File: src/rtl/larpix_config_responder_pkg.sv
// Shared types for the LArPix config responder: packet layout, declare codes, FSM states.
package larpix_config_responder_pkg;
  localparam int          WIDTH        = 64;
  localparam logic [31:0] MAGIC_NUMBER = 32'h8950_4E47;
  localparam logic [7:0]  GLOBAL_ID    = 8'd255;

  typedef enum logic [1:0] {
    DATA   = 2'd1,
    CFG_WR = 2'd2,
    CFG_RD = 2'd3
  } declare_t;

  typedef struct packed {
    logic        parity;
    logic        downstream;
    logic [3:0]  rsvd;
    logic [31:0] magic;
    logic [7:0]  data;
    logic [7:0]  addr;
    logic [7:0]  chip_id;
    declare_t    declare;
  } packet_t;

  typedef enum logic [3:0] {
    S_IDLE, S_UNLOAD, S_CAPTURE, S_DECODE, S_WRITE, S_RD_ADDR,
    S_RD_DATA, S_BUILD, S_TX_WAIT, S_TX_LOAD, S_TX_HOLD
  } state_t;

  // Value of bit 63 that makes the whole word carry an odd number of ones.
  function automatic logic odd_parity(input logic [WIDTH-2:0] bits);
    return ~^bits;
  endfunction
endpackage

File: src/rtl/larpix_config_responder_if.sv
// Bundles the uart_rx, regmap and uart_tx signals seen by the config responder.
interface larpix_config_responder_if;
  import larpix_config_responder_pkg::*;

  logic [WIDTH-1:0] rx_data;
  logic             rx_empty;
  logic             uld_rx_data;
  logic [7:0]       regmap_addr;
  logic [7:0]       regmap_wdata;
  logic             regmap_we;
  logic [7:0]       regmap_rdata;
  logic [WIDTH-1:0] tx_data;
  logic             ld_tx_data;
  logic             tx_busy;

  modport master (
    input  rx_data, rx_empty, regmap_rdata, tx_busy,
    output uld_rx_data, regmap_addr, regmap_wdata, regmap_we, tx_data, ld_tx_data
  );

  modport slave (
    output rx_data, rx_empty, regmap_rdata, tx_busy,
    input  uld_rx_data, regmap_addr, regmap_wdata, regmap_we, tx_data, ld_tx_data
  );
endinterface

File: src/rtl/larpix_config_responder.sv
// Chip-side config responder: unloads a word from uart_rx, validates it, performs the register
// write/read and hands a reply word to uart_tx. One packet in flight; uart_rx holds any backlog.
module larpix_config_responder
  import larpix_config_responder_pkg::*;
#(
  parameter int REGNUM = 256
) (
  input  logic                             clk,
  input  logic                             reset,
  input  logic [7:0]                       chip_id,
  larpix_config_responder_if.master        bus,
  output logic [7:0]                       parity_err_cnt,
  output logic [7:0]                       bad_pkt_cnt
);
  localparam logic [8:0] LP_REGNUM = 9'(REGNUM);

  state_t     r_state;
  state_t     w_state_nxt;
  packet_t    r_pkt;
  packet_t    r_reply;
  logic [7:0] r_perr_cnt;
  logic [7:0] r_bad_cnt;

  logic       w_addr_ok;
  logic       w_parity_ok;
  logic       w_pkt_bad;
  logic       w_for_me;
  logic       w_perr_inc;
  logic       w_bad_inc;
  packet_t    w_body;
  packet_t    w_reply;

  assign w_addr_ok   = ({1'b0, r_pkt.addr} < LP_REGNUM);
  assign w_parity_ok = (r_pkt.parity == odd_parity(r_pkt[WIDTH-2:0]));
  assign w_pkt_bad   = (r_pkt.magic != MAGIC_NUMBER) || (r_pkt.declare < CFG_WR);
  assign w_for_me    = (r_pkt.chip_id == chip_id) || (r_pkt.chip_id == GLOBAL_ID);

  // Reply always carries our own ID, even when answering a broadcast.
  always_comb begin
    w_body            = '0;
    w_body.declare    = r_pkt.declare;
    w_body.chip_id    = chip_id;
    w_body.addr       = r_pkt.addr;
    w_body.magic      = MAGIC_NUMBER;
    w_body.downstream = 1'b1;
    if (r_state == S_WRITE) begin
      w_body.data = r_pkt.data;
    end else begin
      w_body.data = w_addr_ok ? bus.regmap_rdata : 8'h00;
    end
    w_reply = {odd_parity(w_body[WIDTH-2:0]), w_body[WIDTH-2:0]};
  end

  always_comb begin
    w_state_nxt      = r_state;
    w_perr_inc       = 1'b0;
    w_bad_inc        = 1'b0;
    bus.uld_rx_data  = 1'b0;
    bus.regmap_addr  = 8'h00;
    bus.regmap_wdata = 8'h00;
    bus.regmap_we    = 1'b0;
    bus.ld_tx_data   = 1'b0;
    case (r_state)
      S_IDLE:    if (!bus.rx_empty) w_state_nxt = S_UNLOAD;
      S_UNLOAD: begin
        bus.uld_rx_data = 1'b1;
        w_state_nxt     = S_CAPTURE;
      end
      S_CAPTURE: w_state_nxt = S_DECODE;
      S_DECODE: begin
        if (!w_parity_ok) begin
          w_perr_inc  = 1'b1;
          w_state_nxt = S_IDLE;
        end else if (w_pkt_bad) begin
          w_bad_inc   = 1'b1;
          w_state_nxt = S_IDLE;
        end else if (!w_for_me) begin
          w_state_nxt = S_IDLE;
        end else if (r_pkt.declare == CFG_WR) begin
          w_state_nxt = S_WRITE;
        end else begin
          w_state_nxt = S_RD_ADDR;
        end
      end
      S_WRITE: begin
        bus.regmap_addr  = r_pkt.addr;
        bus.regmap_wdata = r_pkt.data;
        bus.regmap_we    = w_addr_ok;
        w_state_nxt      = S_BUILD;
      end
      S_RD_ADDR: begin
        bus.regmap_addr = r_pkt.addr;
        w_state_nxt     = S_RD_DATA;
      end
      S_RD_DATA: begin
        bus.regmap_addr = r_pkt.addr;
        w_state_nxt     = S_BUILD;
      end
      S_BUILD:   w_state_nxt = S_TX_WAIT;
      S_TX_WAIT: if (!bus.tx_busy) w_state_nxt = S_TX_LOAD;
      S_TX_LOAD: begin
        bus.ld_tx_data = 1'b1;
        w_state_nxt    = S_TX_HOLD;
      end
      S_TX_HOLD: w_state_nxt = S_IDLE;
      default:   w_state_nxt = S_IDLE;
    endcase
  end

  // Reply is registered on leaving WRITE/RD_DATA so tx_data is steady from BUILD onward.
  always_ff @(posedge clk or posedge reset) begin
    if (reset) begin
      r_state    <= S_IDLE;
      r_pkt      <= '0;
      r_reply    <= '0;
      r_perr_cnt <= 8'h00;
      r_bad_cnt  <= 8'h00;
    end else begin
      r_state <= w_state_nxt;
      if (r_state == S_CAPTURE) r_pkt <= packet_t'(bus.rx_data);
      if ((r_state == S_WRITE) || (r_state == S_RD_DATA)) r_reply <= w_reply;
      if (w_perr_inc && (r_perr_cnt != 8'hFF)) r_perr_cnt <= r_perr_cnt + 8'd1;
      if (w_bad_inc && (r_bad_cnt != 8'hFF)) r_bad_cnt <= r_bad_cnt + 8'd1;
    end
  end

  assign bus.tx_data     = r_reply;
  assign parity_err_cnt  = r_perr_cnt;
  assign bad_pkt_cnt     = r_bad_cnt;
endmodule

File: src/flat_wrapper.sv
// flat-port wrapper written by rule: the top's interface ports become plain ports
module larpix_config_responder_flat import larpix_config_responder_pkg::*;
#(
  parameter int REGNUM = 256
)
  (clk, reset, chip_id, parity_err_cnt, bad_pkt_cnt, bus_rx_data, bus_rx_empty, bus_regmap_rdata, bus_tx_busy, bus_uld_rx_data, bus_regmap_addr, bus_regmap_wdata, bus_regmap_we, bus_tx_data, bus_ld_tx_data);
  larpix_config_responder_if bus_i ();
  input  logic clk;
  input  logic reset;
  input  logic [7:0] chip_id;
  output logic [7:0] parity_err_cnt;
  output logic [7:0] bad_pkt_cnt;
  input wire logic [$bits(bus_i.rx_data)-1:0] bus_rx_data;
  input wire logic [$bits(bus_i.rx_empty)-1:0] bus_rx_empty;
  input wire logic [$bits(bus_i.regmap_rdata)-1:0] bus_regmap_rdata;
  input wire logic [$bits(bus_i.tx_busy)-1:0] bus_tx_busy;
  output wire logic [$bits(bus_i.uld_rx_data)-1:0] bus_uld_rx_data;
  output wire logic [$bits(bus_i.regmap_addr)-1:0] bus_regmap_addr;
  output wire logic [$bits(bus_i.regmap_wdata)-1:0] bus_regmap_wdata;
  output wire logic [$bits(bus_i.regmap_we)-1:0] bus_regmap_we;
  output wire logic [$bits(bus_i.tx_data)-1:0] bus_tx_data;
  output wire logic [$bits(bus_i.ld_tx_data)-1:0] bus_ld_tx_data;
  assign bus_i.rx_data = bus_rx_data;
  assign bus_i.rx_empty = bus_rx_empty;
  assign bus_i.regmap_rdata = bus_regmap_rdata;
  assign bus_i.tx_busy = bus_tx_busy;
  assign bus_uld_rx_data = bus_i.uld_rx_data;
  assign bus_regmap_addr = bus_i.regmap_addr;
  assign bus_regmap_wdata = bus_i.regmap_wdata;
  assign bus_regmap_we = bus_i.regmap_we;
  assign bus_tx_data = bus_i.tx_data;
  assign bus_ld_tx_data = bus_i.ld_tx_data;
  larpix_config_responder #(.REGNUM(REGNUM)) u_core (.clk(clk), .reset(reset), .chip_id(chip_id), .bus(bus_i), .parity_err_cnt(parity_err_cnt), .bad_pkt_cnt(bad_pkt_cnt));
endmodule
File: config.mk
export PLATFORM = sky130hd
export DESIGN_NAME = larpix_config_responder_flat
export DESIGN_NICKNAME = d
export VERILOG_FILES = /design/src/rtl/larpix_config_responder_pkg.sv /design/src/rtl/larpix_config_responder_if.sv /design/src/rtl/larpix_config_responder.sv /design/src/flat_wrapper.sv
export SDC_FILE = /design/constraint.sdc
export NUM_CORES = 1
export LEC_CHECK = 0
export CAP_MARGIN = 0
export CORE_MARGIN = 2
export CORE_UTILIZATION = 45
export DETAILED_ROUTE_END_ITERATION = 10
export PLACE_DENSITY = 0.83
export SYNTH_ARGS = -nofsm -noshare
export SYNTH_HDL_FRONTEND = slang
export SYNTH_SLANG_ARGS = --single-unit
File: constraint.sdc
create_clock -name clk -period 10.2 [get_ports clk]
set_input_delay 1.53 -clock clk [delete_from_list [all_inputs] [get_ports clk]]
set_output_delay 1.53 -clock clk [all_outputs]
set_load 0.01 [all_outputs]
### Word level (Yosys, flattened, before mapping)

Cells that the tools add are included.

* register bits after elaboration: 113
* latch bits: 0
* RAM bits: 0
* ROM bits: 0
* output and inout bits: 99
* logic and storage cells: 68
* memories kept: 0

* $add $sub $neg: 2
* multipliers: 0
* divide/modulo/power cells: 0
* magnitude comparators: 1
* equality and inequality tests: 18
* shift operators: 0
* mux-type cells: 18
* bitwise operators: 0
* reductions and logical operators: 11

Operator list (count)
* XNOR reduction 63 bit: 2
* case mux 4 bit (9 select lines): 1
* != test 32 bit (second input constant): 1
* 2-to-1 mux 8 bit: 3
* 2-to-1 mux 4 bit: 5
* adder 8 x 1 -> 8 bit (second input constant): 2
* == test 4 x 3 -> 1 bit (second input constant): 4
* != test 8 bit (second input constant): 2
* 2-to-1 mux 1 bit: 9
* == test 4 x 2 -> 1 bit (second input constant): 2
* == test 4 bit (second input constant): 2
* == test 8 bit: 1
* == test 8 bit (second input constant): 1
* == test 4 x 1 -> 1 bit (second input constant): 1
* logical NOT 4 bit: 1
* != test 2 bit (second input constant): 2
* logical OR 1 bit: 3
* OR reduction 3 bit: 1
* == test 2 bit (second input constant): 1
* logical AND 1 bit: 2
* < comparator 2 bit (second input constant): 1
* AND reduction 2 bit: 1
* OR reduction 2 bit: 1
* == test 1 bit: 1

### Longest topological paths before layout

* depth in word-level cells: 6
* depth in mapped cells: 10
* depth with buffers taken out: 9

### Worst setup path before layout

Ideal clock, no wire load.

* path type: flip-flop to output port
* from: register u_core.r_state[3]
* to: output port bus_regmap_wdata[0]
* arrival: 1506 ps
* path slack: 7164 ps
* stages on the path, launching flop included: 5
* buffers on the path: 1
* cell sequence: dfrtp_1 > clkbuf_1 > nand2b_1 > nor3_1 > and2_1

* cells in the longest elaborated chain, start to end: 2

RTL lines
* start: declaration: RTL line larpix_config_responder.sv:17 `state_t r_state;`
* start signal: assignment: RTL line larpix_config_responder.sv:119 `r_state <= w_state_nxt;`
* == test 4 x 3 -> 1 bit: RTL line larpix_config_responder.sv:63 `case (r_state)`
* 2-to-1 mux 8 bit: RTL line larpix_config_responder.sv:63
* end: declaration: RTL line flat_wrapper.sv:19 `output wire logic [$bits(bus_i.regmap_wdata)-1:0] bus_regmap_wdata;`

No other way between the ends.

### Worst setup path in the final report

* from: register u_core.r_state[3]
* to: output port bus_regmap_wdata[4]

The elaborated chain is that of the path after synthesis.

==> metrics.txt <==
DRC Markers=0; antenna violations before repair=0; number of global-route vias before repair=between 4000 and 5000; Worst Path Class, Setup=reg2out; FP Rows=between 40 and 50; final RePlAce weighted congestion=~0.86; Clock Root Buffer=sky130_fd_sc_hd__clkbuf_16; power density normalized to cell area=408 nW/um^2; Data arrival, critical path=2.56 ns; actual transition at the worst max-transition pin=between 0.8 and 0.9 ns; clock skew after layout=0.00850 ns; power share of the combinational group=0.643; count of flip-flops with a built-in enable after synthesis=0; PostCTS Resize Cnt=0; cell area reported after detailed placement=7380 sq um; Crit path required time=8.67 ns; hold path startpoint=u_core.bad_pkt_cnt[5]$_DFFE_PP0P_; Max rail drop VDD=between 0.4 and 0.5 mV; list of most frequent post-synthesis cells=112 x sky130_fd_sc_hd__dfrtp_1, 62 x sky130_fd_sc_hd__mux2_2, 53 x sky130_fd_sc_hd__xnor2_1; Sink Count=112; first-pass GRT wire length=roughly 20 mm; Worst-Skew Late Latency=0.34 ns; number of synthesis warnings=0; count of max-cap constraint violations=0; final hold slack=0.498 ns; most frequently used flop master after synthesis=sky130_fd_sc_hd__dfrtp_1; deepest level of the CTS H-tree=3; total routed wirelength=12.6 mm; run status=completed; crit-path max FO=11; kind of end point of the critical path=primary output; worst setup slack after layout=just over 6 ns; clock tree from TritonCTS=done; area taken by multi-input logic gates=around 2700 sq um; net count reported at finish=755; Worst R2R End=u_core.parity_err_cnt[1]$_DFFE_PP0P_; Yosys top cell area share=0.483; number of clock buffers inserted by TritonCTS=9; maximum buffer depth of the clock tree=2; # IOs=183; fin. max-slew vios=0; area growth from synthesis to final layout=32.7%; pre-CTS setup slack=~6.5 ns; buffers inserted during post-CTS setup optimization=0; most used standard cell by instance count after synthesis=sky130_fd_sc_hd__dfrtp_1; total core area=12600 sq um; internal portion of total power=around 1.8 mW; synthesized instance count=507; count of TritonRoute iterations in the first routing pass=4; count of antenna diodes in the layout=0; reg-to-reg slack, setup=around 7 ns; die extent in x=118 um; average cell area after synthesis=about 11 sq um; switching power=1.33 mW; timing endpoint of the critical path=bus_regmap_wdata[4]; Worst R2R Start=u_core.r_pkt[1]$_DFFE_PP0P_; sort of element at the start of the critical path=register; maximum number of pins on one net before global-route repair=85; total non-filler cell area in the finished layout=just under 8000 sq um; sequential element share of the synthesized area=0.483; height of the die=118 um; number of nets with antenna violations after routing=0; Seq. cell area=2800 sq um; cells taking the most area after synthesis=sky130_fd_sc_hd__dfrtp_1 48%, sky130_fd_sc_hd__mux2_2 12%, sky130_fd_sc_hd__xnor2_1 8.0%, sky130_fd_sc_hd__ha_1 5.0%, sky130_fd_sc_hd__buf_4 4.7%; Synth area leader=sky130_fd_sc_hd__dfrtp_1; type of the tightest min-delay check=reg2reg; Clock Pin Slew Worst Setup and Hold Paths=0.07 ns; post-synth design cell area=5800 sq um; worst relative slew slack=0.406; share of async-settable or async-resettable flops after synthesis=1.00; final instance count without filler cells=824; number of cell instances on the worst register-to-register path=8; distinct cell type count of the synthesized netlist=33; Fmax=245 MHz; number of design-rule violations left by the first detailed-router iteration=161; filler cell count in the final layout=between 1000 and 1500; setup-violating endpoint count in the final report=0; DP Wirelength=roughly 9.6 mm; post-synthesis register bit count=112; Lkg Pwr=3.33 nW; power share of the sequential group=0.237; switching portion of total power=0.424; accumulated negative setup slack=0 ns; minimum period implied by the final worst setup slack=4.09 ns; Clk network pwr share=0.120; vias=3979; post-DR vias/cell=~4.8; worst setup path start=u_core.r_state[3]$_DFFE_PP0P_; share of layout cells above drive strength 1=0.135; placed instance count=between 800 and 900; final number of hold-violating endpoints=0; port buffer count=159; portion of the clock cycle consumed by the worst path in the final layout=0.401; hold buffers post-CTS=0; WL/cell=15.3 um; global router's overall resource usage=0.184; die outline area=around 14000 sq um; initial standard-cell utilization of the core=0.460; unrepaired setup endpoints after global routing=false; gr ovfl total=0
-- sequential cells by signal (all words and copies together) (netlist names) --
register / flops
u_core.bus.tx_data: 28
u_core.r_pkt: 64
u_core.bad_pkt_cnt: 8
u_core.parity_err_cnt: 8
u_core.r_state: 4
-- placed cells by master (no fill, tap or decap), drive strengths merged, types with 5 or more instances in the layout --
cell,n
inv,24
mux2i,8
nand3,11
conb,23
nor2,17
xnor2,57
nor3,5
and3,5
clkbuf,12
ha,23
nor4,5
xor2,17
nand4,5
mux2,64
a21oi,14
o21ai,23
clkdlybuf4s50,159
nand2,33
dfrtp,112
and2,16
-- final cells by class --
| cell class | count | area share |
|---|---|---|
| clock buffers | 12 | 0.0333 |
| flip-flops and latches | 112 | 0.364 |
| multi-input cells | 339 | 0.345 |
| clock inverters | 3 | 0.00845 |
| well taps | 172 | 0.0279 |
| inverters | 24 | 0.0120 |
| repair buffers | 162 | 0.210 |
-- worst min-delay path by stage --
stage                                                 to  slack, ns  depth (start not counted)
floorplan              u_core.bus.tx_data[0]$_DFFE_PP0P_       0.48                          1
global placement    u_core.parity_err_cnt[6]$_DFFE_PP0P_       0.48                          1
detailed placement     u_core.bad_pkt_cnt[5]$_DFFE_PP0P_       0.49                          1
CTS                    u_core.bad_pkt_cnt[5]$_DFFE_PP0P_       0.51                          1
global route           u_core.bus.tx_data[7]$_DFFE_PP0P_       0.52                          1
finish                 u_core.bad_pkt_cnt[5]$_DFFE_PP0P_       0.50                          1
-- logic make-up (layout without fill, tap and decap cells) --
kind of cell | after synthesis | in the layout | share of synthesized area
flip-flops | 112 | 112 | 0.483
AND/OR/NAND/NOR | 105 | 105 | 0.0900
buffers and inverters | 78 | 201 | 0.0751
XOR/XNOR | 77 | 77 | 0.129
multiplexers | 72 | 72 | 0.138
AO/OA/AOI/OAI | 39 | 39 | 0.0349
adder cells (fa/ha/maj) | 23 | 23 | 0.0496
other | 1 | 23 | 0.000646
-- critical path, cell delays in order, from the launching register on --
cell                              delay (ns)
sky130_fd_sc_hd__dfrtp_1                0.49
sky130_fd_sc_hd__nand2b_1               0.26
sky130_fd_sc_hd__nor3_1                 0.66
sky130_fd_sc_hd__and2_1                 0.25
sky130_fd_sc_hd__clkdlybuf4s50_1        0.57
-- per-layer routing --
| metal | wire length (um) | vias up | track usage |
|---|---|---|---|
| met1 | 5410 | 1923 | 0.232 |
| met4 | 234 | 0 | 0.0625 |
| met3 | 576 | 19 | 0.0296 |
| met5 | 0 | - | 0 |
| li1 | - | 1909 | - |
| met2 | 6380 | 128 | 0.320 |
-- per-stage QoR --
| step | util | power (mW) |
|---|---|---|
| 3_3_place_gp | 0.585 | 2.73 |
| 6_report | 0.610 | 3.14 |
| 5_1_grt | 0.610 | 3.33 |
| 4_1_cts | 0.610 | 3.18 |
| 2_1_floorplan | - | 2.93 |
| 3_5_place_dp | 0.585 | 2.78 |
-- power groups by stage --
| stage | registers [mW] | clock network (mW) | logic (mW) |
|---|---|---|---|
| 2_1_floorplan | 0.713 | 0 | 2.22 |
| 3_5_place_dp | 0.752 | 0 | 2.03 |
| 6_report | 0.744 | 0.379 | 2.02 |
| 4_1_cts | 0.744 | 0.388 | 2.04 |
| 5_1_grt | 0.767 | 0.405 | 2.15 |
| 3_3_place_gp | 0.741 | 0 | 1.99 |
No activity file was read; power rests on OpenSTA's default activity.
==> edit 1, RTL diff (same settings) <==
Make the reset (`reset`) synchronous in one clocked block.
--- a/src/rtl/larpix_config_responder.sv
+++ b/src/rtl/larpix_config_responder.sv
@@ -110,3 +110,3 @@
   // Reply is registered on leaving WRITE/RD_DATA so tx_data is steady from BUILD onward.
-  always_ff @(posedge clk or posedge reset) begin
+  always_ff @(posedge clk) begin
     if (reset) begin
Behaviour: differs if reset is asserted again (counterexample within 4 cycles, from zero or initial values and one cycle with reset high); with reset held inactive, the same outputs for 10 cycles.
==> edit 1 against the original RTL <==
  * Sequential share of layout area down 6.5 points
  * Core utilization decreased by 0.80 points
  * Non-clock buffer count unchanged
  * Register-to-register slack got worse by 0.03 ns
  * Synthesized cell count up 39%
  * Wire length is 8.5% higher
  * Design area shrank 2.5%
  * Sequential cell count unchanged
  * Setup slack lost 0.12 ns
  * Synthesized area fell by 1.9%
  * Critical path type unchanged
  * Critical endpoint is now bus_regmap_addr[6]
  * Highest routed layer unchanged
Power is not compared: it rests on default switching activity, and its combinational part moved more than twofold at a synthesized area within 25%.
==> edit 1: results (changes against the original RTL) <==
Worst hold path:
- The worst hold path terminates at u_core.bus.tx_data[1].
- The startpoint identified for the worst hold timing path is u_core.bus.tx_data[1].

STA:
- The slew of the pin with the lowest slew margin is 1.22 ns (+0.327 ns).
- The final setup skew is 0.00563 ns (-0.00288 ns).
- The worst hold-check slack is 0.454 ns (-0.0444 ns).

Yosys:
- The adder-cell share of the synthesized area is 0.0506 (+0.000971).
- Ranked by instance count, the synthesized netlist is headed by 174 x sky130_fd_sc_hd__nand2_1, 112 x sky130_fd_sc_hd__dfxtp_1, 92 x sky130_fd_sc_hd__a21oi_1.
- The per-instance average area after synthesis is 8.08 um^2 (-29%).
- The post-synthesis compound-gate area fraction is 0.108 (+0.0730).
- The share of the yosys chip area belonging to registers is 0.394 (-0.0891).
- The count of different cell masters after synthesis is 37 (+12%).

Layout:
- The final net count came to 933 (+24%).
- The proportion of layout cells with a drive suffix above 1 is 0.0397 (-0.0953).

Critical path:
- The length in cells of the worst reg-to-reg path is 9 (+1).
- The data arrival time of the worst path is 2.67 ns (+0.11 ns).
- The start of the worst register-to-register path is u_core.r_pkt[0].

Global routing:
- The largest net degree at the start of global routing is 122 (+44%).
- The via count of the first global-routing pass came to 4376 (+7.3%).

Outcome:
- The flow ran to the end, and the final reports show no timing, DRC or antenna violations.

Placed design:
- The half-perimeter wire length of the detailed placement result was 9920 um (+3.3%).
- The post-place instance area is 0.00721 mm^2 (-2.3%).
- The placement-stage worst setup slack was 6.36 ns (-0.143 ns).
- The number of placed instances, taps included came to 987 (+22%).

Routing:
- The initial DRC count is 376 (+130%).
- The overall routed net length is 13700 um (+8.5%).
- The total vias in the final route is 4844 (+22%).
-- edit 1: area by class of cell --
class | count | area [um^2] | share of cell area
clock buffers | 9 | 225 | 0.0300
clock inverters | 7 | 71.3 | 0.00950
well taps | 172 | 215 | 0.0287
flip-flops and latches | 112 | 2240 | 0.299
multi-input cells | 518 | 3050 | 0.407
inverters | 23 | 86.3 | 0.0115
repair buffers | 162 | 1610 | 0.215
-- edit 1: how the worst max path moves through the flow --
stage,depth (start not counted),slack [ns],startpoint,endpoint
finish,3,6.00,u_core.r_state[1],bus_regmap_addr[6]
global route,3,5.81,u_core.r_state[1],bus_regmap_addr[4]
detailed placement,3,6.36,u_core.r_state[1],bus_regmap_addr[6]
global placement,3,6.40,u_core.r_state[1],bus_regmap_addr[6]
floorplan,4,7.24,u_core.r_state[3],bus_regmap_wdata[0]
CTS,3,5.98,u_core.r_state[1],bus_regmap_addr[6]
-- edit 1: power groups by stage --
stage	combinational [W]	clock, W	sequential, W
2_1_floorplan	0.000274	0	0.000477
3_3_place_gp	0.000351	0	0.000485
3_5_place_dp	0.000353	0	0.000485
4_1_cts	0.000357	0.000362	0.000475
5_1_grt	0.000386	0.000381	0.000478
6_report	0.000354	0.000354	0.000475
-- edit 1: worst min-delay path, stage by stage, from the launching register on --
cell                      delay, ns
sky130_fd_sc_hd__dfxtp_1       0.31
sky130_fd_sc_hd__nand2_1       0.05
sky130_fd_sc_hd__a21oi_1       0.05
-- edit 1: layer usage --
metal  track usage  vias to the layer above  share of wire
li1              -                     2512              -
met1         0.267                     2181           0.46
met2         0.318                      134           0.47
met3        0.0379                       17          0.051
met4        0.0730                        0          0.020
met5             0                        -              0
==> edit 2, RTL diff (same settings) <==
Made on the original files. `REGNUM` is set to 256 in 2 places; all go to 128.
--- a/src/rtl/larpix_config_responder.sv
+++ b/src/rtl/larpix_config_responder.sv
@@ -5,3 +5,3 @@
 #(
-  parameter int REGNUM = 256
+  parameter int REGNUM = 128
 ) (
--- a/src/flat_wrapper.sv
+++ b/src/flat_wrapper.sv
@@ -3,3 +3,3 @@
 #(
-  parameter int REGNUM = 256
+  parameter int REGNUM = 128
 )
Check against the original RTL: not equivalent (Yosys sat finds a counterexample within 10 cycles, from zero or initial values and one cycle with reset high).
==> edit 2 against the original RTL <==
  * Design area up 0.75%
  * Global-route usage up 0.82 points
  * Sequential cell count unchanged
  * Critical path type unchanged
  * Wire length up 2.5%
  * Clock power up 13%
  * Total power up 0.54%
  * Setup slack worse by 0.067 ns
  * Synthesized area up 0.35%
==> edit 2: results (changes against the original RTL) <==
Critical path:
- The setup slack of the most critical reg-to-reg path is 7.13 ns (about the same).
- The peak per-stage delay on the critical path is 0.71 ns (+0.05 ns).
- The start of the worst register-to-register path is u_core.r_pkt[56].
- In this run the critical register-to-register path is captured at u_core.bad_pkt_cnt[1].

Placed design:
- The number of placed instances, taps included is 814 (+0.62%).
- The last weighted congestion value of the routability-driven placer is 0.790 (-7.9%).
- The post-place instance area is 0.00739 mm^2 (+0.15%).

Routing:
- The detailed-routing wirelength on met1 is 5230 um (-3.3%).
- The routed via count divided by cell count was 4.91 (+1.6%).
- The overall routed net length is 12900 um (+2.5%).
- The initial DRC count is 132 (-18%).
- The post-detailed-route wirelength per cell came to 15.6 um (+1.8%).

Yosys:
- The netlist area before placement is 0.00582 mm^2 (+0.35%).
- The synthesized instance count is 511 (+0.79%).
- By count the netlist is led by 112 x sky130_fd_sc_hd__dfrtp_1, 63 x sky130_fd_sc_hd__mux2_2, 58 x sky130_fd_sc_hd__xnor2_1.
- The mux cell area share after synthesis is 0.127 (-0.0110).
- The count of different cell masters after synthesis is 37 (+12%).
- The share of the yosys chip area belonging to registers came to 0.482 (-0.00166).
- The xor/xnor cell area share of the yosys netlist was 0.129 (about the same).

Power and ir drop:
- The power in the clock group is 0.000430 W (+13%).
- The leakage power was 3.32 nW (-0.21%).
- The internal cell power came to 0.00185 W (+1.8%).
- The maximum VDD drop is 0.752 mV (+84%).

Outcome:
- The flow ran to the end, and the final reports show no timing, DRC or antenna violations.

STA:
- The final setup skew is 0.00673 ns (-0.00178 ns).

Layout:
- The relative area of non-clock buffer cells in the final design is 0.208 (-0.00156).
- The number of sequential cells in the layout is 112 (unchanged).
- The final net count is 760 (+0.66%).
- The non-clock inverter instance count of the final layout is 22 (-8.3%).
- The clock-cell share of area is 0.0474 (+0.00566).
- The summed area of non-filler cells in the final layout was 0.00776 mm^2 (+0.75%).

Global routing:
- The wire length of the first global-routing pass is 21100 um (+3.0%).
- The overall fraction of global-route tracks in use is 0.192 (+0.00821).
- The via count of the first global-routing pass was 4271 (+4.7%).

Clock network:
- The clock latency reported for the late side of the worst-skew pair came to 0.36 ns (+0.02 ns).
==> edit 2: worst max path at each step <==
stage / start / endpoint / slack, ns / depth (start not counted)
after floorplan: reset / u_core.bad_pkt_cnt[0] / 5.71 / 1
after CTS: u_core.r_state[3] / bus_regmap_wdata[4] / 6.06 / 4
after global routing: u_core.r_state[3] / bus_regmap_wdata[4] / 5.89 / 4
after detailed placement: u_core.r_state[3] / bus_regmap_wdata[4] / 6.45 / 4
final: u_core.r_state[3] / bus_regmap_wdata[7] / 6.05 / 4
after global placement: u_core.r_state[3] / bus_regmap_wdata[5] / 6.59 / 4
==> edit 2: per-layer routing <==
layer  vias up  global-route usage
met4         0              0.0768
li1       1932                   -
met1      1959               0.220
met3        32              0.0557
met2       149               0.336
met5         -                   0
==> edit 2: kinds of logic after synthesis <==
family / count (synthesis)
simple gates: 110
flops: 112
other cells: 1
compound gates: 48
buf+inv: 75
mux: 65
fa+ha+maj: 23
xor+xnor: 77
